**src/rtl/food_spawner.sv**
```systemverilog
// Food spawner: turns the free-running random stream into a legal, unoccupied
// food cell. Rejection-samples random candidates against the occupancy memory
// (1-cycle read latency) and falls back to a wrap-around scan after MAX_TRIES
// rejections. Flags board_full when every cell is occupied.
//
// Ports:
//   clk, reset_n             clock, asynchronous active-low reset
//   req                      spawn request, sampled only in IDLE
//   rnd                      random value, decoded combinationally in SAMPLE
//   occ_rd_en/_x/_y          occupancy read port (decoded from state, not registered)
//   occ_rd_data              occupancy bit, valid the cycle after occ_rd_en
//   busy                     high whenever not IDLE
//   done                     1-cycle pulse when a spawn finishes
//   board_full               valid with done: no free cell, food unchanged
//   food_x, food_y           last accepted food cell
module food_spawner #(
  parameter int unsigned RND_W     = 9,
  parameter int unsigned GRID_W    = 16,
  parameter int unsigned GRID_H    = 16,
  parameter int unsigned X_W       = 4,
  parameter int unsigned Y_W       = 4,
  parameter int unsigned MAX_TRIES = 32
) (
  input  logic             clk,
  input  logic             reset_n,
  input  logic             req,
  input  logic [RND_W-1:0] rnd,
  output logic             occ_rd_en,
  output logic [X_W-1:0]   occ_rd_x,
  output logic [Y_W-1:0]   occ_rd_y,
  input  logic             occ_rd_data,
  output logic             busy,
  output logic             done,
  output logic             board_full,
  output logic [X_W-1:0]   food_x,
  output logic [Y_W-1:0]   food_y
);

  localparam int unsigned TRY_W = $clog2(MAX_TRIES + 1);
  localparam int unsigned CELLS = GRID_W * GRID_H;
  localparam int unsigned CNT_W = $clog2(CELLS + 1);

  typedef enum logic [2:0] {
    IDLE     = 3'd0,
    SAMPLE   = 3'd1,
    CHECK    = 3'd2,
    SCAN_RD  = 3'd3,
    SCAN_CHK = 3'd4
  } state_t;

  state_t           state, state_nxt;
  logic [TRY_W-1:0] tries, tries_nxt, tries_inc;
  logic [CNT_W-1:0] cnt, cnt_nxt, cnt_inc;
  logic [X_W-1:0]   cand_x, cand_x_nxt, ptr_x, ptr_x_nxt, food_x_nxt;
  logic [Y_W-1:0]   cand_y, cand_y_nxt, ptr_y, ptr_y_nxt, food_y_nxt;
  logic             done_nxt, full_nxt;
  logic [X_W-1:0]   cx;
  logic [Y_W-1:0]   cy;
  logic             in_range, tries_max, cnt_max;
  logic             rnd_unused;

  // Candidate fields; bits above X_W+Y_W are deliberately ignored.
  assign cx         = rnd[X_W-1:0];
  assign cy         = rnd[X_W+Y_W-1:X_W];
  assign rnd_unused = ^rnd;
  assign in_range   = (32'(cx) < GRID_W) && (32'(cy) < GRID_H);
  assign tries_inc  = tries + TRY_W'(1);
  assign tries_max  = (32'(tries_inc) == MAX_TRIES);
  assign cnt_inc    = cnt + CNT_W'(1);
  assign cnt_max    = (32'(cnt_inc) == CELLS);

  // Row-major successor cell, x fastest, wrapping at both grid edges.
  function automatic logic [X_W+Y_W-1:0] next_cell(input logic [X_W-1:0] x,
                                                   input logic [Y_W-1:0] y);
    logic [X_W-1:0] nx;
    logic [Y_W-1:0] ny;
    nx = x + X_W'(1);
    ny = y;
    if (32'(x) == GRID_W - 1) begin
      nx = '0;
      ny = (32'(y) == GRID_H - 1) ? '0 : y + Y_W'(1);
    end
    return {ny, nx};
  endfunction

  // Next-state and registered-output decode.
  always_comb begin
    state_nxt  = state;
    tries_nxt  = tries;
    cnt_nxt    = cnt;
    cand_x_nxt = cand_x;
    cand_y_nxt = cand_y;
    ptr_x_nxt  = ptr_x;
    ptr_y_nxt  = ptr_y;
    food_x_nxt = food_x;
    food_y_nxt = food_y;
    done_nxt   = 1'b0;
    full_nxt   = 1'b0;
    case (state)
      IDLE: begin
        if (req) begin
          state_nxt = SAMPLE;
          tries_nxt = '0;
        end
      end
      SAMPLE: begin
        if (!in_range) begin
          tries_nxt = tries_inc;
          if (tries_max) begin
            // No in-range candidate to continue from: scan from the origin.
            state_nxt = SCAN_RD;
            ptr_x_nxt = '0;
            ptr_y_nxt = '0;
            cnt_nxt   = '0;
          end
        end else begin
          cand_x_nxt = cx;
          cand_y_nxt = cy;
          state_nxt  = CHECK;
        end
      end
      CHECK: begin
        if (!occ_rd_data) begin
          food_x_nxt = cand_x;
          food_y_nxt = cand_y;
          done_nxt   = 1'b1;
          state_nxt  = IDLE;
        end else begin
          tries_nxt = tries_inc;
          if (tries_max) begin
            state_nxt              = SCAN_RD;
            {ptr_y_nxt, ptr_x_nxt} = next_cell(cand_x, cand_y);
            cnt_nxt                = '0;
          end else begin
            state_nxt = SAMPLE;
          end
        end
      end
      SCAN_RD: begin
        state_nxt = SCAN_CHK;
      end
      SCAN_CHK: begin
        if (!occ_rd_data) begin
          food_x_nxt = ptr_x;
          food_y_nxt = ptr_y;
          done_nxt   = 1'b1;
          state_nxt  = IDLE;
        end else begin
          {ptr_y_nxt, ptr_x_nxt} = next_cell(ptr_x, ptr_y);
          cnt_nxt                = cnt_inc;
          if (cnt_max) begin
            done_nxt  = 1'b1;
            full_nxt  = 1'b1;
            state_nxt = IDLE;
          end else begin
            state_nxt = SCAN_RD;
          end
        end
      end
      default: state_nxt = IDLE;
    endcase
  end

  // State and output registers.
  always_ff @(posedge clk or negedge reset_n) begin
    if (!reset_n) begin
      state      <= IDLE;
      tries      <= '0;
      cnt        <= '0;
      cand_x     <= '0;
      cand_y     <= '0;
      ptr_x      <= '0;
      ptr_y      <= '0;
      food_x     <= '0;
      food_y     <= '0;
      done       <= 1'b0;
      board_full <= 1'b0;
      busy       <= 1'b0;
    end else begin
      state      <= state_nxt;
      tries      <= tries_nxt;
      cnt        <= cnt_nxt;
      cand_x     <= cand_x_nxt;
      cand_y     <= cand_y_nxt;
      ptr_x      <= ptr_x_nxt;
      ptr_y      <= ptr_y_nxt;
      food_x     <= food_x_nxt;
      food_y     <= food_y_nxt;
      done       <= done_nxt;
      board_full <= full_nxt;
      busy       <= (state_nxt != IDLE);
    end
  end

  // Occupancy read port, decoded so the read lands in the same cycle as the decision.
  always_comb begin
    occ_rd_en = 1'b0;
    occ_rd_x  = '0;
    occ_rd_y  = '0;
    if (state == SAMPLE && in_range) begin
      occ_rd_en = 1'b1;
      occ_rd_x  = cx;
      occ_rd_y  = cy;
    end else if (state == SCAN_RD) begin
      occ_rd_en = 1'b1;
      occ_rd_x  = ptr_x;
      occ_rd_y  = ptr_y;
    end
  end

endmodule

```
**config.mk**
```make
export PLATFORM = sky130hd
export DESIGN_NAME = food_spawner
export DESIGN_NICKNAME = d
export VERILOG_FILES = /design/src/rtl/food_spawner.sv
export SDC_FILE = /design/constraint.sdc
export NUM_CORES = 1
export LEC_CHECK = 0
export BUFFER_PORTS_ARGS = -buffer_cell sky130_fd_sc_hd__buf_4
export CORE_ASPECT_RATIO = 0.7
export CORE_MARGIN = 3
export CORE_UTILIZATION = 49
export DETAILED_ROUTE_END_ITERATION = 10
export HOLD_SLACK_MARGIN = 0.03
export PLACE_DENSITY = 0.69
export SLEW_MARGIN = 20
export SYNTH_ARGS = -nofsm -noshare
export SYNTH_HDL_FRONTEND = slang
export SYNTH_SLANG_ARGS = --single-unit
```
**constraint.sdc**
```tcl
create_clock -name clk -period 5.6 [get_ports clk]
set_input_delay 0.56 -clock clk [delete_from_list [all_inputs] [get_ports clk]]
set_output_delay 0.56 -clock clk [all_outputs]
set_load 0.05 [all_outputs]
```
### Word level (Yosys, flattened, before mapping)

Cells that the tools add are included.

| operators by class | value |
|---|---|
| $add $sub $neg | 6 |
| eq/ne operators | 17 |
| multiplexer cells | 45 |
| reduce and logical (&&, ||, !) cells | 8 |

Operator list:

| operator | number |
|---|---|
| $mux W4 | 20 |
| $pmux W4 S2 | 4 |
| $mux W9 | 3 |
| $pmux W9 S2 | 1 |
| $add A4 B1 Y4 const B | 4 |
| $eq A4 B4 Y1 const B | 4 |
| $pmux W3 S5 | 1 |
| $ne A2 B2 Y1 const B | 7 |
| $mux W6 | 2 |
| $pmux W6 S2 | 1 |
| $add A9 B1 Y9 const B | 1 |
| $eq A9 B9 Y1 const B | 1 |
| $mux W2 | 4 |
| $mux W1 | 7 |
| $add A6 B1 Y6 const B | 1 |
| $eq A3 B2 Y1 const B | 2 |
| $eq A6 B6 Y1 const B | 1 |
| $reduce_and A3 Y1 | 2 |
| $reduce_and A5 Y1 | 1 |
| $reduce_and A4 Y1 | 1 |
| $reduce_bool A2 Y1 | 2 |
| $eq A3 B1 Y1 const B | 1 |
| $eq A3 B3 Y1 const B | 1 |
| $logic_not A3 Y1 | 1 |
| 3 further kinds | 3 |

| word-level totals | value |
|---|---|
| register bits | 45 |
| input bits | 13 |
| output and inout port bits | 20 |
| logic and storage cells | 88 |

### Depth between registers and ports, before layout

Gate-level depths: netlist (run 1).

| depth | value |
|---|---|
| word-level depth | 6 |
| depth in mapped cells | 9 |
| mapped depth without buffers | 6 |

### Worst setup path after synthesis (run 1)

No wires, ideal clock.

| timing | value |
|---|---|
| kind | register to output |
| start point | register state[1] |
| end point | output port occ_rd_x[0] |
| arrival | 1665 ps |
| required time | 5040 ps |
| setup slack | 3375 ps |
| cell stages (with the launch flop) | 5 |
| buffers on the path | 2 |
| cells stage by stage | dfrtp_1 -> buf_2 -> buf_1 -> mux2i_1 -> nor2_1 |

| on the way | value |
|---|---|
| longest elaborated chain between the ends | 3 |
| elaborated cells between the ends (all ways) | 4 |
| those cells by class | 2 x eq/ne; 2 x mux |

RTL lines:

| element | line | RTL |
|---|---|---|
| start, declared | 51 | `state_t state, state_nxt;` |
| start signal, assigned | 180 | `state <= state_nxt;` |
| $eq A3 B2 Y1 | 204 | `end else if (state == SCAN_RD) begin` |
| $mux W4 | 204 |  |
| $mux W4 * | 200 | `if (state == SAMPLE && in_range) begin` |
| end, declared | 29 | `output logic [X_W-1:0] occ_rd_x,` |

Mark *: on every way between the ends. The rest lies on a longest branch, timed or not.

### Worst setup path in the final report (run 1)

| timing | value |
|---|---|
| start point | register state[1] |
| end point | register ptr_x[0] |

| on the way | value |
|---|---|
| longest elaborated chain between the ends | 3 |
| elaborated cells between the ends (all ways) | 8 |
| those cells by class | 5 x eq/ne; 1 x mux; 2 x reduce/logical |

RTL lines:

| element | line | RTL |
|---|---|---|
| $eq A3 B2 Y1 or $eq A3 B3 Y1 (tied branches) | 99 | `case (state)` |
| $ne A2 B2 Y1 (no line) or $reduce_bool A2 Y1 (tied branches) | - |  |
| $reduce_and A4 Y1 (no line) | - |  |
| end signal, assigned | 185 | `ptr_x <= ptr_x_nxt;` |
| end, declared | 54 | `logic [X_W-1:0] cand_x, cand_x_nxt, ptr_x, ptr_x_nxt, food_x_nxt;` |

Several ways; a longest one is shown, not always the timed one.
A chain may end at the register's enable or synchronous reset.

==> results of run 1 <==
layer usage:
layer	global-route usage	part of all wire
met3	0.0503	0.039
met1	0.281	0.52
met4	0.0376	0.0092
met5	0	0
met2	0.305	0.44
power by group:
group / total [mW] / internal [mW] / switching (mW)
logic: 0.723 / 0.280 / 0.443
clock network: 0.208 / 0.0982 / 0.110
registers: 0.597 / 0.438 / 0.158
cells by family (layout without fill, tap and decap cells):
family                     count (synthesis)  after routing
AOI/OAI and AO/OA                         61             61
xor gates and xnor gates                   6              6
adders and majority gates                  6              6
buffers and inverters                     17             43
DFF                                       45             45
muxes                                     31             31
and+or+nand+nor                           89             89
cell usage after synthesis (4+ instances only):
library cell	instances	area, µm²
a21oi_1	8	40.0
a31oi_1	7	43.8
and3_1	4	25.0
buf_2	5	25.0
clkbuf_1	5	18.8
dfrtp_1	45	1130
ha_1	6	75.1
inv_1	4	15.0
mux2_2	12	135
mux2i_1	18	180
nand2_1	31	116
nand3_1	13	65.1
nor2_1	18	67.6
nor3_1	4	20.0
o21ai_0	24	120
metrics by stage:
stage	hold WS [ns]	power (mW)	cell area (µm²)	utilization
2_1_floorplan	0.264	1.11	2490	-
3_3_place_gp	0.466	1.31	2760	0.570
3_5_place_dp	0.477	1.33	2760	0.570
4_1_cts	0.282	1.54	2840	0.588
5_1_grt	0.299	1.64	2840	0.588
6_report	0.257	1.53	2840	0.588
flip-flops by register name, summed over array words and instances, names as in the netlist, 3 cells and up:
name / cells
state: 3
cnt: 9
ptr_x: 4
cand_y: 4
tries: 6
ptr_y: 4
food_x: 4
cand_x: 4
food_y: 4
cell type report:
type | instances | area, µm² | area share
Clock buffer | 7 | 86.3 | 0.0304
Inverter | 4 | 15.0 | 0.00528
Multi-Input combinational cell | 193 | 1290 | 0.453
Sequential cell | 45 | 1130 | 0.396
Tap cell | 69 | 86.3 | 0.0304
Timing Repair Buffer | 32 | 240 | 0.0845
worst max-delay path by stage:
| stage | depth (start not counted) | to |
|---|---|---|
| final | 5 | ptr_x[0] |
| after global routing | 5 | ptr_x[0] |
| after global placement | 5 | ptr_x[0] |
| after floorplan | 4 | occ_rd_x[0] |
| after CTS | 5 | ptr_x[0] |
| after detailed placement | 5 | ptr_x[0] |
critical path, cell delays in order, from the launching register on:
cell,delay [ns]
dfrtp_1,0.87
nand4bb_1,0.33
nor4_2,0.32
o21a_1,0.42
or2_1,0.36
mux2_4,0.33
==> key figures, run 1 <==
GRT
  – Global route overflow: 0
  – Number of global-route vias before repair: 1937
  – Antenna violations before repair: 0
  – Global-route usage over all layers: 0.197
  – Pin count of the biggest net entering global routing: 46
  – Wire length of the first global-routing pass: 9430 µm

Power
  – Leakage power: 1.26 nW
  – P per Cell Area: 537 nW/µm²
  – Worst VDD drop: 0.360 mV

CTS
  – Clock root cell: clkbuf_8
  – TritonCTS clock tree: done
  – Sink Count: 45
  – Source-to-sink clock delay at the later pin of the worst-skew pair: 0.30 ns
  – Number of H-tree levels: 2
  – Maximum root-to-sink buffer count: 2
  – Post-CTS Hold Fix Bufs: 0
  – Clock Pin Slew Worst Setup and Hold Paths: 0.08 ns
  – Total CTS buffers: 5
  – Post-CTS setup buffers: 0
  – Cells resized by post-CTS repair: 0

Route
  – DRC: 0
  – Total length of routed wires: 5520 µm
  – Drt wl/cell: 15.8 µm
  – Violation count after the first detailed-routing iteration: 150
  – Average via count per standard cell: 5.70
  – First-pass DRT Iterations: 6
  – Via count: 1994
  – Remaining antenna violation count after routing: 0

Place
  – Post-placement cell count: 343
  – Final weighted congestion of routability-driven global placement: 0.815
  – Port Buf Inserts: 31
  – Worst setup slack before clock tree synthesis: 2.88 ns
  – Detail Placement HPWL: 3770 µm

STA
  – Final sum of negative setup slack: 0 ns
  – Count of endpoints failing hold in the final timing report: 0
  – Rel. slew slack: 0.427
  – Final number of setup-violating endpoints: 0
  – Slew @ Worst Pin: 0.856 ns
  – Setup WS post-layout: 2.85 ns
  – Fmax: 364 MHz
  – Period utilization: 0.491
  – Setup repair after global routing missed its margin: no
  – Clock tree skew after final layout: 0.00512 ns
  – Number of max-slew violations in the final report: 0
  – Fin crit period: 2.75 ns

Floorplan
  – Floorplan core area: 4830 µm²
  – Count of boundary I/O pins: 33
  – Std cell rows: 21
  – Die span in y: 65.7 µm
  – Die area: 5990 µm²
  – Effective utilization at floorplan: 0.515
  – Die Wd: 91.2 µm

Synthesis
  – Number of storage elements in the synthesis netlist: 45
  – Post-synth ARST share: 1.00
  – Cell area after synthesis: 2490 µm²
  – Number of distinct library cells after synthesis: 49
  – Leading register cell type out of synthesis: dfrtp_1
  – Synthesized area divided by synthesized cell count: 9.77 µm²
  – Sequential fraction of the synthesis area: 0.452
  – Largest family of logic cells by synthesized area: simple AND/OR/NAND/NOR gates
  – Mux contribution to synthesized area: 0.133
  – Xor and xnor area share after synthesis: 0.0211
  – Adder-cell share of the synthesized area: 0.0301
  – Number of nets produced by synthesis: 274
  – Area fraction in and, or, nand and nor cells after synthesis: 0.177
  – EDFF count, synth: 0
  – Count of mapped cells out of synthesis: 255
  – Synthesized-area fraction occupied by ao, oa, aoi and oai cells: 0.154
  – Synth Warn #: 0

Layout
  – Net count of the finished layout: 300
  – Signed area change from the synthesized netlist to the final layout: 14.1%
  – Non-filler cells in the finished layout: 350
  – Layout cell share with drive strength beyond 1: 0.199
  – Total of fill cells in the finished design: 451
  – Final antenna diode count: 0
  – Most frequent standard cell in the layout excluding fill and tap cells: dfrtp_1
  – Top library cells by usage in the layout, fill and taps aside: dfrtp_1, buf_4, nand2_1, o21ai_0

Worst setup path
  – CP startpoint: state[1]
  – Kind of end point of the critical path: flip-flop
  – Start of the worst register-to-register path: state[1]
  – Endpoint of the worst register-to-register path: ptr_x[0]
  – Worst setup path class: reg2reg
  – Slack of the worst reg-to-reg path: 2.85 ns
  – Launching element type of the critical path: flip-flop
  – R2R depth: 5
  – Worst EP arrival: 2.93 ns
  – Crit Path Max Fanout: 17
  – Data required time of the critical path: 5.78 ns

Outcome
  – Status: finished clean

Worst hold path
  – Min-Delay Path Class: in2async

Run
  – Number of violations of the max-capacitance limit: 0
Power figures use the tool's default switching activity.
==> run 2: changes to the inputs <==
--- a/config.mk
+++ b/config.mk
@@ -11,7 +11,7 @@
 export CORE_UTILIZATION = 49
 export DETAILED_ROUTE_END_ITERATION = 10
 export HOLD_SLACK_MARGIN = 0.03
-export PLACE_DENSITY = 0.69
+export PLACE_DENSITY = 0.72
 export SLEW_MARGIN = 20
 export SYNTH_ARGS = -nofsm -noshare
 export SYNTH_HDL_FRONTEND = slang
==> constraint.sdc (replaced) <==
create_clock -name clk -period 2.35 [get_ports clk]
set_input_delay 0.235 -clock clk [delete_from_list [all_inputs] [get_ports clk]]
set_output_delay 0.235 -clock clk [all_outputs]
set_load 0.05 [all_outputs]
==> run 2 against run 1 <==
Effect of this change: clock skew grew 0.00055 ns; global-route usage grew 1.4 points; via count grew 3.9%; count of clock-buffer cells in the layout is the same; fmax grew 30%; cell area grew 1.9%; critical path depth grew 2; clock power grew 140%.
==> key figures, run 2 (synthesis gave the netlist of run 1 again) <==
Floorplan
  – Std cell rows: 21
  – Floorplan core area: 4830 µm²
  – Die area: 5990 µm²
  – Effective utilization at floorplan: 0.515
  – Die span in y: 65.7 µm
  – Die Wd: 91.2 µm
  – Count of boundary I/O pins: 33

CTS
  – Post-CTS setup buffers: 0
  – Sink Count: 45
  – Total CTS buffers: 5
  – Cells resized by post-CTS repair: 0
  – Post-CTS Hold Fix Bufs: 1
  – Clock root cell: clkbuf_8
  – TritonCTS clock tree: done
  – Source-to-sink clock delay at the later pin of the worst-skew pair: 0.30 ns
  – Maximum root-to-sink buffer count: 2
  – Number of H-tree levels: 2
  – Clock Pin Slew Worst Setup and Hold Paths: 0.08 ns

Power
  – Internal power of the cells: 1.98 mW
  – Switch share: 0.463
  – P per Cell Area: 1270 nW/µm²
  – Worst VDD drop: 0.702 mV
  – Leakage power: 1.30 nW
  – Relative contribution of the clock network to total power: 0.136
  – Total net switching power: 1.71 mW
  – Share of total power in combinational logic: 0.488
  – Power share of the sequential group: 0.376

GRT
  – Wire length of the first global-routing pass: 9910 µm
  – Global-route usage over all layers: 0.210
  – GR Layer Usage met3: 0.0503
  – Pin count of the biggest net entering global routing: 46
  – Fraction of met2 tracks used by global routing: 0.326
  – Busiest metal layer after global routing: met2
  – Antenna violations before repair: 0
  – Met1 track utilization from global routing: 0.286
  – Number of global-route vias before repair: 2094
  – Global route overflow: 0

Route
  – Drt wl/cell: 15.9 µm
  – DRC: 0
  – First-pass DRT Iterations: 4
  – Average via count per standard cell: 5.80
  – Remaining antenna violation count after routing: 0
  – Via count: 2072
  – Violation count after the first detailed-routing iteration: 101
  – Total length of routed wires: 5680 µm

STA
  – Fin crit period: 2.12 ns
  – Count of endpoints failing hold in the final timing report: 0
  – Period utilization: 0.902
  – Fmax: 472 MHz
  – Rel. slew slack: 0.606
  – Final sum of negative setup slack: 0 ns
  – Number of max-slew violations in the final report: 0
  – Setup repair after global routing missed its margin: no
  – Final number of setup-violating endpoints: 0
  – Slew @ Worst Pin: 0.591 ns
  – Clock tree skew after final layout: 0.00567 ns

Place
  – Port Buf Inserts: 31
  – Detail Placement HPWL: 3900 µm
  – Final weighted congestion of routability-driven global placement: 0.847

Layout
  – Net count of the finished layout: 307
  – Largest register FFs: 9
  – Signed area change from the synthesized netlist to the final layout: 16.3%
  – Fraction of the core area covered by cells at the end of the flow: 0.599
  – Top library cells by usage in the layout, fill and taps aside: dfrtp_1, buf_4, nand2_1, o21ai_0
  – Multi-input combinational cell area: 1290 µm²
  – Final antenna diode count: 0
  – Most flops, register: cnt
  – Layout cell share with drive strength beyond 1: 0.215
  – Most frequent standard cell in the layout excluding fill and tap cells: dfrtp_1
  – Sequential cell area: 1130 µm²
  – Biggest registers after layout: cnt (9), tries (6)
  – Total of fill cells in the finished design: 454

Run
  – Number of violations of the max-capacitance limit: 0

Outcome
  – Status: finished clean

Worst setup path
  – Largest delay share family, worst path: compound AO/OA/AOI/OAI gates
  – Data required time of the critical path: 2.55 ns
  – Launching element type of the critical path: flip-flop
  – Worst EP arrival: 2.32 ns
  – Critical Path Slowest Stage Cell: dfrtp_1
  – Buffers plus inverters on the worst setup path: 1
  – Ordered list of cells on the worst path: ha_1, nand2_1, a311oi_1, o21a_1, buf_4, o22ai_1, a22o_1
  – Worst setup path class: reg2reg
  – Slowest cell delay on critical path: 0.47 ns
  – Kind of end point of the critical path: flip-flop
  – Crit Path Max Fanout: 8

Worst hold path
  – Min-Delay Path Class: in2reg
[run 2: changes by cell type in the layout (fill, tap and decap cells not counted)]
| cell | before | now |
|---|---|---|
| buf_4 | 32 | 38 |
| dlygate4sd3_1 | 0 | 1 |
[run 2: final cells by class]
cell class / instances / share of cell area
well taps: 69 / 0.0298
flip-flops and latches: 45 / 0.389
inverters: 4 / 0.00518
clock buffers: 7 / 0.0298
repair buffers: 39 / 0.102
multi-input cells: 193 / 0.445
[run 2: layer usage]
metal	wire length, µm	vias up	part of all wire
li1	-	991	-
met1	2730	1003	0.48
met2	2530	69	0.45
met3	326	9	0.057
met4	89	0	0.016
met5	0	-	0
[run 2: worst reg2reg max path: stages, from the launching register on]
cell	delay [ns]
dfrtp_1	0.47
ha_1	0.24
nand2_1	0.07
a311oi_1	0.37
o21a_1	0.37
buf_4	0.19
o22ai_1	0.06
a22o_1	0.24
[run 2: metrics by stage]
stage          total power [mW]  std cells  cell area [µm²]  setup WS, ns  hold slack (ns)
4_1_cts                    3.71        357             2900         0.265            0.154
3_5_place_dp               3.21        349             2800         0.278            0.280
6_report                   3.69        357             2900         0.230            0.147
2_1_floorplan              2.65        255             2490         0.450          -0.0606
5_1_grt                    3.97        357             2900        0.0739            0.163
3_3_place_gp               3.17        349             2800         0.323            0.272
[run 2: final timing paths]
kind	to	cells after the start	slack, ns	from
setup reg to reg	cnt[2]	7	0.23	tries[0]
max in group asynchronous	tries[2]	2	1.48	reset_n
min in group asynchronous	tries[1]	2	0.46	reset_n
hold reg to reg	food_x[2]	2	0.49	food_x[2]
setup / recovery	cnt[2]	7	0.23	tries[0]
hold / removal	cand_x[2]	3	0.15	rnd[2]
[run 2: power groups by stage]
| stage | combinational [mW] | clock, mW | sequential, mW |
|---|---|---|---|
| global placement | 1.78 | 0 | 1.39 |
| CTS | 1.82 | 0.508 | 1.39 |
| detailed placement | 1.81 | 0 | 1.40 |
| finish | 1.80 | 0.501 | 1.39 |
| floorplan | 1.08 | 0 | 1.56 |
| global route | 1.99 | 0.538 | 1.44 |
